### config.mk
export PLATFORM = sky130hd
export DESIGN_NAME = fabric_mem_slave
export DESIGN_NICKNAME = d
export VERILOG_FILES = /design/src/rtl/fabric_mem_slave.sv
export SDC_FILE = /design/constraint.sdc
export NUM_CORES = 1
export LEC_CHECK = 0
export CAP_MARGIN = 20
export CORE_ASPECT_RATIO = 1.4
export CORE_MARGIN = 1
export CORE_UTILIZATION = 35
export CTS_CLUSTER_DIAMETER = 120
export DETAILED_ROUTE_END_ITERATION = 10
export PLACE_DENSITY = 0.73
export SETUP_SLACK_MARGIN = 0.3
export SYNTH_ARGS = -nofsm -noshare
export SYNTH_HDL_FRONTEND = slang
export SYNTH_SLANG_ARGS = --single-unit
### constraint.sdc
create_clock -name clk -period 2.6 [get_ports clk]
set_input_delay 0.26 -clock clk [delete_from_list [all_inputs] [get_ports clk]]
set_output_delay 0.26 -clock clk [all_outputs]
set_load 0.01 [all_outputs]
### src/rtl/fabric_mem_slave.sv
// fabric_mem_slave: single-port fabric slave that bridges fabric requests onto
// a synchronous SRAM. One transaction is in flight at a time. A request is
// validated, optionally stalled for WAIT_CYCLES cycles, and then issued as one
// SRAM access. Its response is held until the initiator accepts it.
//
// Ports
//   clk, rst_n        clock (rising edge); asynchronous active-low reset
//   req_*             fabric request: valid/ready handshake plus op, addr,
//                     wdata, wstrb, size (log2 bytes), attr (ignored), id
//   rsp_*             fabric response: valid/ready handshake plus rdata, code, id
//   mem_en / mem_we   SRAM strobe and write enable (we is qualified by en)
//   mem_addr          SRAM word address
//   mem_wdata/wstrb   SRAM write data and byte enables
//   mem_rdata         SRAM read data, valid the cycle after a read strobe

`ifndef CARBON_FABRIC_ATTR_WIDTH_BITS
`define CARBON_FABRIC_ATTR_WIDTH_BITS 8
`endif

module fabric_mem_slave #(
    parameter int ADDR_W      = 32,
    parameter int DATA_W      = 32,
    parameter int ID_W        = 4,
    parameter int OP_W        = 8,
    parameter int SIZE_W      = 3,
    parameter int ATTR_W      = `CARBON_FABRIC_ATTR_WIDTH_BITS,
    parameter int CODE_W      = 8,
    parameter int MEM_AW      = 10,
    parameter int WAIT_CYCLES = 0,
    parameter int OP_READ     = 0,
    parameter int OP_WRITE    = 1,
    parameter int CODE_OK     = 0,
    parameter int CODE_ERR    = 1
) (
    input  logic                clk,
    input  logic                rst_n,
    // fabric request
    input  logic                req_valid,
    output logic                req_ready,
    input  logic [OP_W-1:0]     req_op,
    input  logic [ADDR_W-1:0]   req_addr,
    input  logic [DATA_W-1:0]   req_wdata,
    input  logic [DATA_W/8-1:0] req_wstrb,
    input  logic [SIZE_W-1:0]   req_size,
    input  logic [ATTR_W-1:0]   req_attr,
    input  logic [ID_W-1:0]     req_id,
    // fabric response
    output logic                rsp_valid,
    input  logic                rsp_ready,
    output logic [DATA_W-1:0]   rsp_rdata,
    output logic [CODE_W-1:0]   rsp_code,
    output logic [ID_W-1:0]     rsp_id,
    // SRAM
    output logic                mem_en,
    output logic                mem_we,
    output logic [MEM_AW-1:0]   mem_addr,
    output logic [DATA_W-1:0]   mem_wdata,
    output logic [DATA_W/8-1:0] mem_wstrb,
    input  logic [DATA_W-1:0]   mem_rdata
);

    localparam int LSB = $clog2(DATA_W / 8);
    // The counter is loaded with WAIT_CYCLES-1 so that WAIT lasts exactly
    // WAIT_CYCLES cycles, including the one in which it reaches zero.
    localparam logic [3:0] WAIT_INIT = (WAIT_CYCLES > 0) ? 4'(WAIT_CYCLES - 1) : 4'd0;

    typedef enum logic [2:0] {
        S_IDLE    = 3'd0,
        S_WAIT    = 3'd1,
        S_ACCESS  = 3'd2,
        S_CAPTURE = 3'd3,
        S_RESP    = 3'd4
    } state_t;

    state_t                state_reg;
    logic [3:0]            wait_cnt_reg;
    logic                  is_write_reg;
    logic [MEM_AW-1:0]     addr_reg;
    logic [DATA_W-1:0]     wdata_reg;
    logic [DATA_W/8-1:0]   wstrb_reg;
    logic                  req_ready_reg;
    logic                  rsp_valid_reg;
    logic [DATA_W-1:0]     rsp_rdata_reg;
    logic [CODE_W-1:0]     rsp_code_reg;
    logic [ID_W-1:0]       rsp_id_reg;
    logic                  mem_en_reg;
    logic                  mem_we_reg;
    logic [MEM_AW-1:0]     mem_addr_reg;
    logic [DATA_W-1:0]     mem_wdata_reg;
    logic [DATA_W/8-1:0]   mem_wstrb_reg;

    // Request decode. Address bits above the memory window alias onto it.
    logic                  req_is_write;
    logic                  op_ok;
    logic                  size_ok;
    logic                  align_ok;
    logic                  req_err;
    logic [ADDR_W-1:0]     align_mask;
    logic [MEM_AW-1:0]     req_word;

    always_comb begin
        req_is_write = (req_op == OP_W'(OP_WRITE));
        op_ok        = (req_op == OP_W'(OP_READ)) || req_is_write;
        size_ok      = (32'(req_size) <= 32'(LSB));
        align_mask   = ~({ADDR_W{1'b1}} << req_size);
        align_ok     = ((req_addr & align_mask) == '0);
        req_err      = !(op_ok && size_ok && align_ok);
        req_word     = req_addr[LSB +: MEM_AW];
    end

    // Attributes and the out-of-window address bits have no effect here.
    logic unused_ok;
    assign unused_ok = ^{req_attr, req_addr};

    always_ff @(posedge clk or negedge rst_n) begin
        if (!rst_n) begin
            state_reg     <= S_IDLE;
            wait_cnt_reg  <= '0;
            is_write_reg  <= 1'b0;
            addr_reg      <= '0;
            wdata_reg     <= '0;
            wstrb_reg     <= '0;
            req_ready_reg <= 1'b0;
            rsp_valid_reg <= 1'b0;
            rsp_rdata_reg <= '0;
            rsp_code_reg  <= '0;
            rsp_id_reg    <= '0;
            mem_en_reg    <= 1'b0;
            mem_we_reg    <= 1'b0;
            mem_addr_reg  <= '0;
            mem_wdata_reg <= '0;
            mem_wstrb_reg <= '0;
        end else begin
            case (state_reg)
                S_IDLE: begin
                    if (req_valid && req_ready_reg) begin
                        req_ready_reg <= 1'b0;
                        is_write_reg  <= req_is_write;
                        addr_reg      <= req_word;
                        wdata_reg     <= req_wdata;
                        wstrb_reg     <= req_wstrb;
                        rsp_id_reg    <= req_id;
                        if (req_err) begin
                            state_reg     <= S_RESP;
                            rsp_valid_reg <= 1'b1;
                            rsp_code_reg  <= CODE_W'(CODE_ERR);
                            rsp_rdata_reg <= '0;
                        end else if (WAIT_CYCLES > 0) begin
                            state_reg    <= S_WAIT;
                            wait_cnt_reg <= WAIT_INIT;
                        end else begin
                            // No stall: strobe the SRAM straight from the request.
                            state_reg     <= S_ACCESS;
                            mem_en_reg    <= 1'b1;
                            mem_we_reg    <= req_is_write;
                            mem_addr_reg  <= req_word;
                            mem_wdata_reg <= req_wdata;
                            mem_wstrb_reg <= req_is_write ? req_wstrb : '0;
                        end
                    end else begin
                        // Also raises ready on the first edge after reset release.
                        req_ready_reg <= 1'b1;
                    end
                end
                S_WAIT: begin
                    if (wait_cnt_reg == 4'd0) begin
                        state_reg     <= S_ACCESS;
                        mem_en_reg    <= 1'b1;
                        mem_we_reg    <= is_write_reg;
                        mem_addr_reg  <= addr_reg;
                        mem_wdata_reg <= wdata_reg;
                        mem_wstrb_reg <= is_write_reg ? wstrb_reg : '0;
                    end else begin
                        wait_cnt_reg <= wait_cnt_reg - 4'd1;
                    end
                end
                S_ACCESS: begin
                    mem_en_reg    <= 1'b0;
                    mem_we_reg    <= 1'b0;
                    mem_wstrb_reg <= '0;
                    if (is_write_reg) begin
                        state_reg     <= S_RESP;
                        rsp_valid_reg <= 1'b1;
                        rsp_code_reg  <= CODE_W'(CODE_OK);
                        rsp_rdata_reg <= '0;
                    end else begin
                        state_reg <= S_CAPTURE;
                    end
                end
                S_CAPTURE: begin
                    state_reg     <= S_RESP;
                    rsp_valid_reg <= 1'b1;
                    rsp_code_reg  <= CODE_W'(CODE_OK);
                    rsp_rdata_reg <= mem_rdata;
                end
                S_RESP: begin
                    if (rsp_ready) begin
                        state_reg     <= S_IDLE;
                        rsp_valid_reg <= 1'b0;
                        req_ready_reg <= 1'b1;
                    end
                end
                default: begin
                    state_reg     <= S_IDLE;
                    req_ready_reg <= 1'b1;
                end
            endcase
        end
    end

    assign req_ready = req_ready_reg;
    assign rsp_valid = rsp_valid_reg;
    assign rsp_rdata = rsp_rdata_reg;
    assign rsp_code  = rsp_code_reg;
    assign rsp_id    = rsp_id_reg;
    assign mem_en    = mem_en_reg;
    assign mem_we    = mem_we_reg;
    assign mem_addr  = mem_addr_reg;
    assign mem_wdata = mem_wdata_reg;
    assign mem_wstrb = mem_wstrb_reg;

endmodule

After elaboration in Yosys (flattened, before gate mapping)
Cells that the tools add are included.
- output and inout port bits: 94
- word-level logic and storage cells: 99
- input port bits: 127
- register bits after elaboration: 148
- bitwise gates (word level): 4
- mux-type cells: 44
- add/sub/neg operators: 1
- shift operators: 1
- magnitude comparators: 1
- reduce and logical (&&, ||, !) cells: 21
- eq/ne operators: 11
- operator list (kind ; number):
    32-bit two-way mux ; 6
    32-bit case mux with 3 select lines ; 1
    32-bit case mux with 2 select lines ; 1
    32-bit bitwise AND ; 1
    32-bit logical NOT ; 1
    32-bit NOT ; 1
    32-bit by 3-bit left shift with 32-bit output (first input constant) ; 1
    10-bit two-way mux ; 3
    8-bit two-way mux ; 3
    8-bit case mux with 3 select lines ; 1
    4-bit two-way mux ; 5
    10-bit case mux with 2 select lines ; 1
    3-bit two-way mux ; 5
    3-bit case mux with 5 select lines ; 1
    1-bit two-way mux ; 12
    2-bit inequality test (second input constant) ; 6
    4-bit case mux with 3 select lines ; 1
    4-bit AND reduction ; 3
    1-bit case mux with 3 select lines ; 3
    8-bit by 1-bit equality test with 1-bit output (second input constant) ; 1
    8-bit logical NOT ; 1
    3-bit by 2-bit equality test with 1-bit output (second input constant) ; 2
    2-bit AND reduction ; 3
    3-bit nonzero test ; 2
    other kinds (15) ; 18

Longest topological paths before layout
Gate-level depths: netlist of run 1.
- depth after elaboration: 8
- gate-level depth with buffers: 7
- mapped depth without buffers: 6

Worst setup path after synthesis of run 1
No wires, ideal clock.
- path kind: reg2reg
- from: register wait_cnt_reg[0]
- to: register mem_we_reg (netlist: mem_we)
- setup slack: 0.562 ns
- data arrival time: 1.913 ns
- cell stages (with the launch flop): 7
- library setup time: 0.125 ns
- data required time: 2.475 ns
- cells stage by stage: dfrtp_1 > inv_1 > ha_1 > or4b_1 > a211o_1 > o21a_4 > mux2_4
- word-level cells in the longest chain between the ends: 3
- ends and longest elaborated chain (what ; line ; text):
    from (decl) ; 76 ; logic [3:0] wait_cnt_reg;
    from (signal assigned) ; 174 ; wait_cnt_reg <= wait_cnt_reg - 4'd1;
    4-bit logical NOT ; 166 ; if (wait_cnt_reg == 4'd0) begin
    2-bit inequality test (no source line) ; -- ;
    4-bit AND reduction (no source line) ; -- ;
    to (signal assigned) ; 155 ; mem_we_reg <= req_is_write;
    to (signal assigned) ; 169 ; mem_we_reg <= is_write_reg;
    to (decl) ; 87 ; logic mem_we_reg;
No other way between the ends.
A chain may end at the register's enable or synchronous reset.

Worst setup path in the final report of run 1
- from: register wait_cnt_reg[0]
- to: register mem_wstrb_reg[0] (netlist: mem_wstrb[0])
- word-level cells in the longest chain between the ends: 3
- ends and longest elaborated chain (what ; line ; text):
    4-bit logical NOT ; 166 ;
    2-bit inequality test (no source line) ; -- ;
    4-bit AND reduction (no source line) ; -- ;
    to (signal assigned) ; 158 ; mem_wstrb_reg <= req_is_write ? req_wstrb : '0;
    to (signal assigned) ; 172 ; mem_wstrb_reg <= is_write_reg ? wstrb_reg : '0;
    to (decl) ; 90 ; logic [DATA_W/8-1:0] mem_wstrb_reg;
No other way between the ends.

==> flow_metrics.tcl, run 1 <==
set metrics [dict create \
    status "complete, no violations" \
    setup_viol 0 \
    wl_um 14710 \
    drive_above_1_share_pct 16.67 \
    min_period_over_period_pct 84.64 \
    grt_pass1_vias 4782 \
    io_buffers 185 \
    drt-wirelength-per-cell_um 17.62 \
    cts.clk_slew.worst_paths_ns 0.06 \
    cts_made_buffers 17 \
    netlist_instances 442 \
    hold_ws_ns 0.3682 \
    core.rowCount 55 \
    rsz0062_at_grt "no" \
    track_usage_pct 17.63 \
    start_util_pct 35.89 \
    area_growth_pct 47.17 \
    seq_area_frac_synth_pct 60.79 \
    fmax_ghz 0.4544 \
    cp.arrival_ns 2.49 \
    p_leak_uw 0.003631 \
    ys.flop_type "dfrtp_1" \
    maxCapViolCount 0 \
    nets 752 \
    required_ns 2.89 \
    tightest_slew_ns 0.6315 \
    antenna_found_initial 0 \
    synth_edf_count 0 \
    clock_path_buffers 2 \
    synthTopCellsByArea "dfrtp_1 (61%), mux2_2 (9.1%), a2bb2oi_1 (6.5%)" \
    dp_hpwl_um 9615 \
    grt_pass1_wl_um 24380 \
    vias 4441 \
    yosysWarnings 0 \
    slew_headroom_pct 57.72 \
    ys_ff_latch 141 \
    netlist_area_um2 5804 \
    async_reset_ff_share_pct 100.0 \
    grt_max_degree 68 \
    ant_nets 0 \
    vdd.ir_drop.worst_mv 0.6285 \
    yosys-top-cells-count "dfrtp_1 (141), mux2_2 (47), a2bb2oi_1 (43), o22ai_1 (42), a22o_1 (32)" \
    grt-ovfl-total 0 \
    period_minus_slack_ns 2.201 \
    slew_viol_final 0 \
    die_w_um 110.8 \
    place_congestion 0.7956 \
    tns_ns 0 \
    synth.distinct_cells 42 \
    htreeDepth 4 \
    cp-start-kind "flop" \
    endpoint_kind "flop" \
    clock_sinks 141 \
    synth_top_area_share_pct 60.79 \
    drcViolationCount 0 \
    synth.most_common_cell "dfrtp_1" \
    root_buffer "clkbuf_16" \
    hold_viol_final 0 \
    synth_area_leader_cell "dfrtp_1" \
    post_cts_buffers 0 \
    die_h_um 154.4 \
    diodes 0 \
    crit_type "flop to flop" \
    io_pins 221 \
    cts_tree "built" \
    drt_first_iter_violations 203 \
    p_per_area_nw_per_um2 1255 \
    hp-class "input port to async pin" \
    path_max_fanout 6 \
    die-area_um2 17110 \
    core_um2 16170 \
    drtPass1Iterations 4 \
    finalClockSkew_ns 0.009737 \
    syn-mean-instance-area_um2 13.13 \
    drt-vias-per-instance 5.319 \
    insertion_delay_ns 0.41 \
]
[critical path, stage by stage (launching register included)]
cell     delay, ns
dfrtp_1       0.38
inv_1         0.09
ha_1          0.24
or4b_1        0.49
a211o_1       0.33
o21a_4        0.25
mux2_4        0.30
[path summary, 6_finish.rpt]
check / start / cells after the start / slack, ns / endpoint
worst max-delay path: wait_cnt_reg[0]$_DFFE_PN0P_ / 6 / 0.40 / mem_wstrb[0]$_DFFE_PN0P_
worst min-delay path: rst_n / 2 / 0.37 / wdata_reg[11]$_DFFE_PN0P_
worst max register to register: wait_cnt_reg[0]$_DFFE_PN0P_ / 6 / 0.40 / mem_wstrb[0]$_DFFE_PN0P_
worst min register to register: wstrb_reg[2]$_DFFE_PN0P_ / 2 / 0.49 / wstrb_reg[2]$_DFFE_PN0P_
max in group asynchronous: rst_n / 3 / 1.51 / wait_cnt_reg[1]$_DFFE_PN0P_
min in group clk: mem_rdata[7] / 2 / 0.45 / rsp_rdata[7]$_DFFE_PN0P_
[timing repair]
action,CTS,global route
gates resized for setup,0,0
endpoints found under the hold margin,50,0
hold buffers,1,0
[logic make-up after synthesis]
family,synth area share (%)
XOR/XNOR,0.3018
flip-flops,60.79
multiplexers,10.58
AND/OR/NAND/NOR,3.945
AO/OA/AOI/OAI,19.77
adder cells (fa/ha/maj),0.2155
buffers and inverters,4.333
other,0.06461
[layout by cell type, fill, tap and decap left out, types with 9 or more instances in the layout]
cell,n
a22o_1,32
a2bb2oi_1,43
clkbuf_16,17
clkdlybuf4s50_1,184
dfrtp_1,141
inv_1,9
mux2_2,47
nand2_1,14
o21ai_0,12
o22ai_1,42
[per-layer routing]
layer / part of all wire (%) / up-vias / global-route usage, %
met5: 0 / - / 0
met4: 1.3 / 0 / 6.095
met3: 5.7 / 15 / 4.350
met2: 51 / 167 / 30.49
met1: 42 / 2236 / 21.37
li1: - / 2023 / -
[power by group]
group	internal (uW)	leakage (uW)	switching (uW)
Clock	1610	0.000289	941
Sequential	3170	0.00175	576
Combinational	2480	0.00159	1940
Total	7260	0.00363	3460
[stage by stage]
stage | std cells | utilization (%) | power, uW | setup WS (ns) | area [um2]
CTS | 834 | 52.65 | 10820 | 0.4136 | 8514
finish | 835 | 52.82 | 10720 | 0.3993 | 8542
floorplan | 448 | - | 6157 | 0.5618 | 5827
global placement | 802 | 48.76 | 8037 | 0.3237 | 7885
detailed placement | 802 | 48.76 | 8222 | 0.2016 | 7885
global route | 835 | 52.82 | 11330 | 0.3184 | 8542
[area by class of cell]
cell class | instances | area (um2)
clock buffers | 18 | 429.2
repair buffers | 198 | 2036
multi-input cells | 256 | 2072
well taps | 199 | 249.0
fillers | 1371 | 7630
inverters | 10 | 37.54
flip-flops and latches | 141 | 3528
clock inverters | 13 | 190.2
No activity file was read; power rests on OpenSTA's default activity.
==> inputs of run 2 (changes only) <==
PLACE_DENSITY = 0.76   (was 0.73)
clock period = 1.9 ns   (was 2.6 ns; I/O delays follow)
==> run 2 against run 1 <==
Count of clock-buffer cells in the layout is the same. Largest cell class unchanged. Power grew 56%. Largest power group unchanged. Highest routed layer unchanged. Sequential cell count is the same. The flow now finishes with violations (setup timing). Die area is the same. Via count grew 6.5%. Maximum frequency grew 9.8%. Clock skew shrank 0.0028 ns.
==> flow_metrics.tcl, run 2 (synthesis results as in run 1) <==
set metrics [dict create \
    grt_pass1_wl_um 26850 \
    maxCapViolCount 0 \
    layout_common_cells "clkdlybuf4s50_1 (178), dfrtp_1 (140), mux2_2 (46), o22ai_1 (42), a22o_1 (32)" \
    drtPass1Iterations 4 \
    vias 4729 \
    hold_viol_final 0 \
    use_met1_pct 22.98 \
    place_congestion 0.7863 \
    core.rowCount 55 \
    drt-wirelength-per-cell_um 19.79 \
    crit_type "flop to flop" \
    core_um2 16170 \
    fmax_ghz 0.4988 \
    p_leak_uw 0.004074 \
    track_usage_pct 19.70 \
    place_worst_setup_slack_ns -0.2614 \
    critPathMaxStageDelay_ns 0.47 \
    grt_pass1_vias 5169 \
    min_period_over_period_pct 105.5 \
    grt-busiest-layer "met2" \
    p_per_area_nw_per_um2 1770 \
    clock_sinks 141 \
    cts.clk_slew.worst_paths_ns 0.06 \
    violations "setup timing" \
    drive_above_1_share_pct 27.13 \
    diodes 0 \
    postLayoutCellArea_um2 9423 \
    endpoint_kind "flop" \
    nets 797 \
    post_layout_nonfiller_instances 881 \
    drt_first_iter_violations 213 \
    area_growth_pct 62.34 \
    crit_path_cell_trace "inv_2 -> ha_4 -> or4b_4 -> a211o_1 -> o21a_4 -> mux2_4" \
    status "finished with violations" \
    wl_um 17430 \
    io_buffers 185 \
    cp-start-kind "flop" \
    dp.cells 819 \
    dp_hpwl_um 10490 \
    start_util_pct 35.89 \
    cp.arrival_ns 2.29 \
    required_ns 2.18 \
    die_w_um 110.8 \
    insertion_delay_ns 0.40 \
    finalClockSkew_ns 0.006983 \
    vdd.ir_drop.worst_mv 0.8074 \
    ant_nets 0 \
    grt_max_degree 58 \
    clock_path_buffers 2 \
    drt-vias-per-instance 5.368 \
    die-area_um2 17110 \
    critical-path-top-delay-family "compound AO/OA/AOI/OAI gates" \
    setup_viol 47 \
    io_pins 221 \
    grt_util_met2_pct 35.55 \
    root_buffer "clkbuf_16" \
    hp-class "input port to async pin" \
    crit_path_top_delay_cell "or4b_4" \
    cts_tree "built" \
    rsz0062_at_grt "yes" \
    drcViolationCount 0 \
    path_max_fanout 6 \
    grt_util_met3_pct 4.506 \
    htreeDepth 4 \
    period_minus_slack_ns 2.005 \
    final_common_cell "clkdlybuf4s50_1" \
    grt-ovfl-total 0 \
    die_h_um 154.4 \
    antenna_found_initial 0 \
    post_dp_cell_area_um2 8083 \
    fin_ws_ns -0.1048 \
    slew_viol_final 0 \
    cts_made_buffers 17 \
    crit_buf_inv 1 \
    utilization_pct 58.27 \
]
==> run 2: cell count changes in the layout (fill, tap and decap cells not counted), moves of 5 or more <==
cell             change
buf_4               +19
a2bb2oi_1           -16
a2bb2oi_2           +16
buf_6                +8
buf_12               +7
clkdlybuf4s50_1      -6
dlygate4sd2_1        +6
buf_16               +5
clkbuf_16            +5
==> run 2: final cells by class <==
type	instances	area, um2
repair buffers	243	2669
well taps	199	249.0
fillers	1287	6749
inverters	10	42.54
flip-flops and latches	141	3530
clock buffers	18	429.2
clock inverters	14	207.7
multi-input cells	256	2296
==> run 2: final timing paths <==
check,cells past startpoint,endpoint,slack (ns),from
setup reg to reg,6,mem_we$_DFFE_PN0P_,-0.10,wait_cnt_reg[0]$_DFFE_PN0P_
max in group asynchronous,3,mem_addr[7]$_DFFE_PN0P_,0.97,rst_n
hold / removal,2,rsp_rdata[28]$_DFFE_PN0P_,0.26,rst_n
min in group clk,4,is_write_reg$_DFFE_PN0P_,0.29,req_op[3]
hold reg to reg,2,wstrb_reg[3]$_DFFE_PN0P_,0.48,wstrb_reg[3]$_DFFE_PN0P_
setup / recovery,6,mem_we$_DFFE_PN0P_,-0.10,wait_cnt_reg[0]$_DFFE_PN0P_
==> run 2: where the power goes <==
group / internal [uW] / switching [uW]
clock network: 2230 / 1350
registers: 4340 / 805
logic: 4620 / 3330
total: 11200 / 5480
==> run 2: repair_timing <==
action | in CTS | in global routing
gates resized for setup | 39 | 19
buffers inserted | 10 | 6
gates cloned | 6 | 7
hold buffers | 1 | 0
pin swaps | 12 | 17
hold endpoints to repair | 40 | 0
setup endpoints to repair | 135 | 119
==> run 2: per-stage QoR <==
stage | hold WS (ns) | power (uW) | TNS [ns]
finish | 0.2597 | 16680 | -2.563
floorplan | -0.1056 | 8530 | -0.2353
global route | 0.2859 | 17500 | -5.394
CTS | 0.2731 | 16090 | -1.840
detailed placement | 0.1339 | 11480 | -16.99
global placement | 0.1293 | 11200 | -9.990
==> run 2: per-layer routing <==
layer  vias up  share of wire [%]
li1       2125                  -
met1      2390                 40
met2       192                 53
met3        22                4.9
met4         0                1.7
met5         -                  0
==> inputs of run 3 (changes only) <==
CORE_UTILIZATION = 40   (was 35)
CTS_CLUSTER_SIZE = 20   (was unset)
MAX_ROUTING_LAYER = met4   (was unset)
PLACE_DENSITY = 0.84   (was 0.76)
==> run 3 against run 2 <==
The run still ends with setup timing left. Sequential cell count is the same. Count of clock-buffer cells in the layout grew 1. Combinational power grew 5.9%. Critical endpoint is now mem_wstrb[1]$_DFFE_PN0P_.
==> flow_metrics.tcl, run 3 (synthesis results as in run 1) <==
set metrics [dict create \
    status "finished with violations" \
    violations "setup timing" \
    drt-wirelength-per-cell_um 20.30 \
    clock_path_buffers 2 \
    path_max_fanout 6 \
    rrSetupSlack_ns -0.20 \
    die-area_um2 15000 \
    multiInputGateArea_um2 2444 \
    clock_sinks 141 \
    grt_max_degree 57 \
    post_dp_cell_area_um2 8031 \
    drcViolationCount 0 \
    drive_above_1_share_pct 31.20 \
    insertion_delay_ns 0.41 \
    track_usage_pct 23.96 \
    tightest_slew_ns 0.5211 \
    ant_nets 0 \
    cp-start-kind "flop" \
    drtPass1Iterations 4 \
    core.rowCount 51 \
    dp_hpwl_um 10190 \
    root_buffer "clkbuf_16" \
    nets 804 \
    cts.clk_slew.worst_paths_ns 0.06 \
    p_per_area_nw_per_um2 1772 \
    antenna_found_initial 0 \
    crit_path_top_delay_cell "or4b_4" \
    cts_made_buffers 17 \
    r2r_end "mem_wstrb[1]$_DFFE_PN0P_" \
    grt_pass1_wl_um 26680 \
    setup_viol 48 \
    vias 4793 \
    p_leak_uw 0.004106 \
    hp-class "input port to async pin" \
    diodes 0 \
    min_period_over_period_pct 110.6 \
    endpoint_kind "flop" \
    hold_viol_final 0 \
    required_ns 2.19 \
    hold_ws_ns 0.3022 \
    cts_tree "built" \
    core_um2 14040 \
    crit_path_cell_trace "inv_2 -> ha_4 -> or4b_4 -> a211o_1 -> o21a_4 -> mux2_4" \
    start_util_pct 41.35 \
    finalClockSkew_ns 0.01195 \
    io_buffers 185 \
    die_w_um 103.8 \
    critPathMaxStageDelay_ns 0.50 \
    slew_headroom_pct 65.26 \
    maxCapViolCount 0 \
    fmax_ghz 0.4759 \
    vdd.ir_drop.worst_mv 0.8363 \
    crit_type "flop to flop" \
    place_congestion 0.9053 \
    io_pins 221 \
    fin_ws_ns -0.2011 \
    drt-vias-per-instance 5.484 \
    final_common_cell "clkdlybuf4s50_1" \
    seq_area_um2 3531 \
    drt_first_iter_violations 206 \
    tns_ns -5.633 \
    slew_viol_final 0 \
    fillers 968 \
    grt_pass1_vias 5191 \
    wl_um 17740 \
    layout_common_cells "clkdlybuf4s50_1 (182), dfrtp_1 (139), mux2_2 (46), o22ai_1 (42), a2bb2oi_2 (34)" \
    period_minus_slack_ns 2.101 \
    grt-ovfl-total 0 \
    htreeDepth 4 \
    r2r_start "wait_cnt_reg[0]$_DFFE_PN0P_" \
    postLayoutCellArea_um2 9623 \
    cp.arrival_ns 2.39 \
    finalPower_uw 17050 \
    die_h_um 144.5 \
    rsz0062_at_grt "yes" \
    r2r_cells 6 \
    area_growth_pct 65.79 \
]
-- run 3: changes by cell type in the layout (fill, tap and decap cells not counted), sizes merged, moves of 2 or more --
cell	delta
buf	+9
clkinv	+4
clkbuf	-2
clkdlybuf4s50	+4
dlygate4sd2	-5
inv	-3
-- run 3: cell type report --
| type | instances | area share, % |
|---|---|---|
| well taps | 185 | 2.405 |
| inverters | 10 | 0.4421 |
| repair buffers | 250 | 28.77 |
| flip-flops and latches | 141 | 36.69 |
| clock buffers | 19 | 4.603 |
| multi-input cells | 256 | 25.39 |
| clock inverters | 13 | 1.690 |
-- run 3: worst max-delay path: cells and delay by family, from the launching register on --
| kind | cells | cell delay, ns |
|---|---|---|
| and+or+nand+nor | 1 | 0.50 |
| DFF | 1 | 0.40 |
| adders and majority gates | 1 | 0.14 |
| buffers and inverters | 1 | 0.09 |
| muxes | 1 | 0.30 |
| AOI/OAI and AO/OA | 2 | 0.56 |
-- run 3: routing by layer --
| layer | wire (um) | vias up | GRT usage, % |
|---|---|---|---|
| met5 | 0 | - | - |
| met4 | 395 | 0 | 10.08 |
| met3 | 785 | 33 | 5.408 |
| met2 | 9715 | 198 | 43.33 |
| met1 | 6844 | 2426 | 25.27 |
| li1 | - | 2136 | - |
-- run 3: worst max-delay path by stage --
stage / slack (ns) / depth (start not counted) / start / to
after CTS: -0.12 / 6 / wait_cnt_reg[1]$_DFFE_PN0P_ / mem_wstrb[1]$_DFFE_PN0P_
after detailed placement: -0.17 / 7 / req_op[5] / mem_wdata[19]$_DFFE_PN0P_
after global placement: -0.16 / 7 / req_op[1] / mem_wdata[23]$_DFFE_PN0P_
after floorplan: -0.05 / 6 / wait_cnt_reg[1]$_DFFE_PN0P_ / mem_we$_DFFE_PN0P_
final: -0.20 / 6 / wait_cnt_reg[0]$_DFFE_PN0P_ / mem_wstrb[1]$_DFFE_PN0P_
after global routing: -0.22 / 6 / wait_cnt_reg[0]$_DFFE_PN0P_ / mem_wstrb[2]$_DFFE_PN0P_
-- run 3: where the power goes --
group	internal (uW)	switching, uW	leakage [uW]
logic	4920	3500	0.00207
registers	4350	879	0.00175
clock network	2110	1300	0.000290
total	11400	5680	0.00411
-- run 3: through the flow --
stage,setup WS [ns],std cells,utilization [%]
after global routing,-0.2219,874,68.55
final,-0.2011,874,68.55
after floorplan,-0.04706,448,-
after global placement,-0.1599,804,57.21
after CTS,-0.1185,861,66.07
after detailed placement,-0.1700,804,57.21
-- run 3: what timing repair did --
action	in CTS	in global routing
resized for setup	51	40
hold buffers	1	0
buffers inserted	16	11
pin swaps	6	44
hold endpoints to repair	53	0
setup endpoints to repair	132	106
gates cloned	8	2
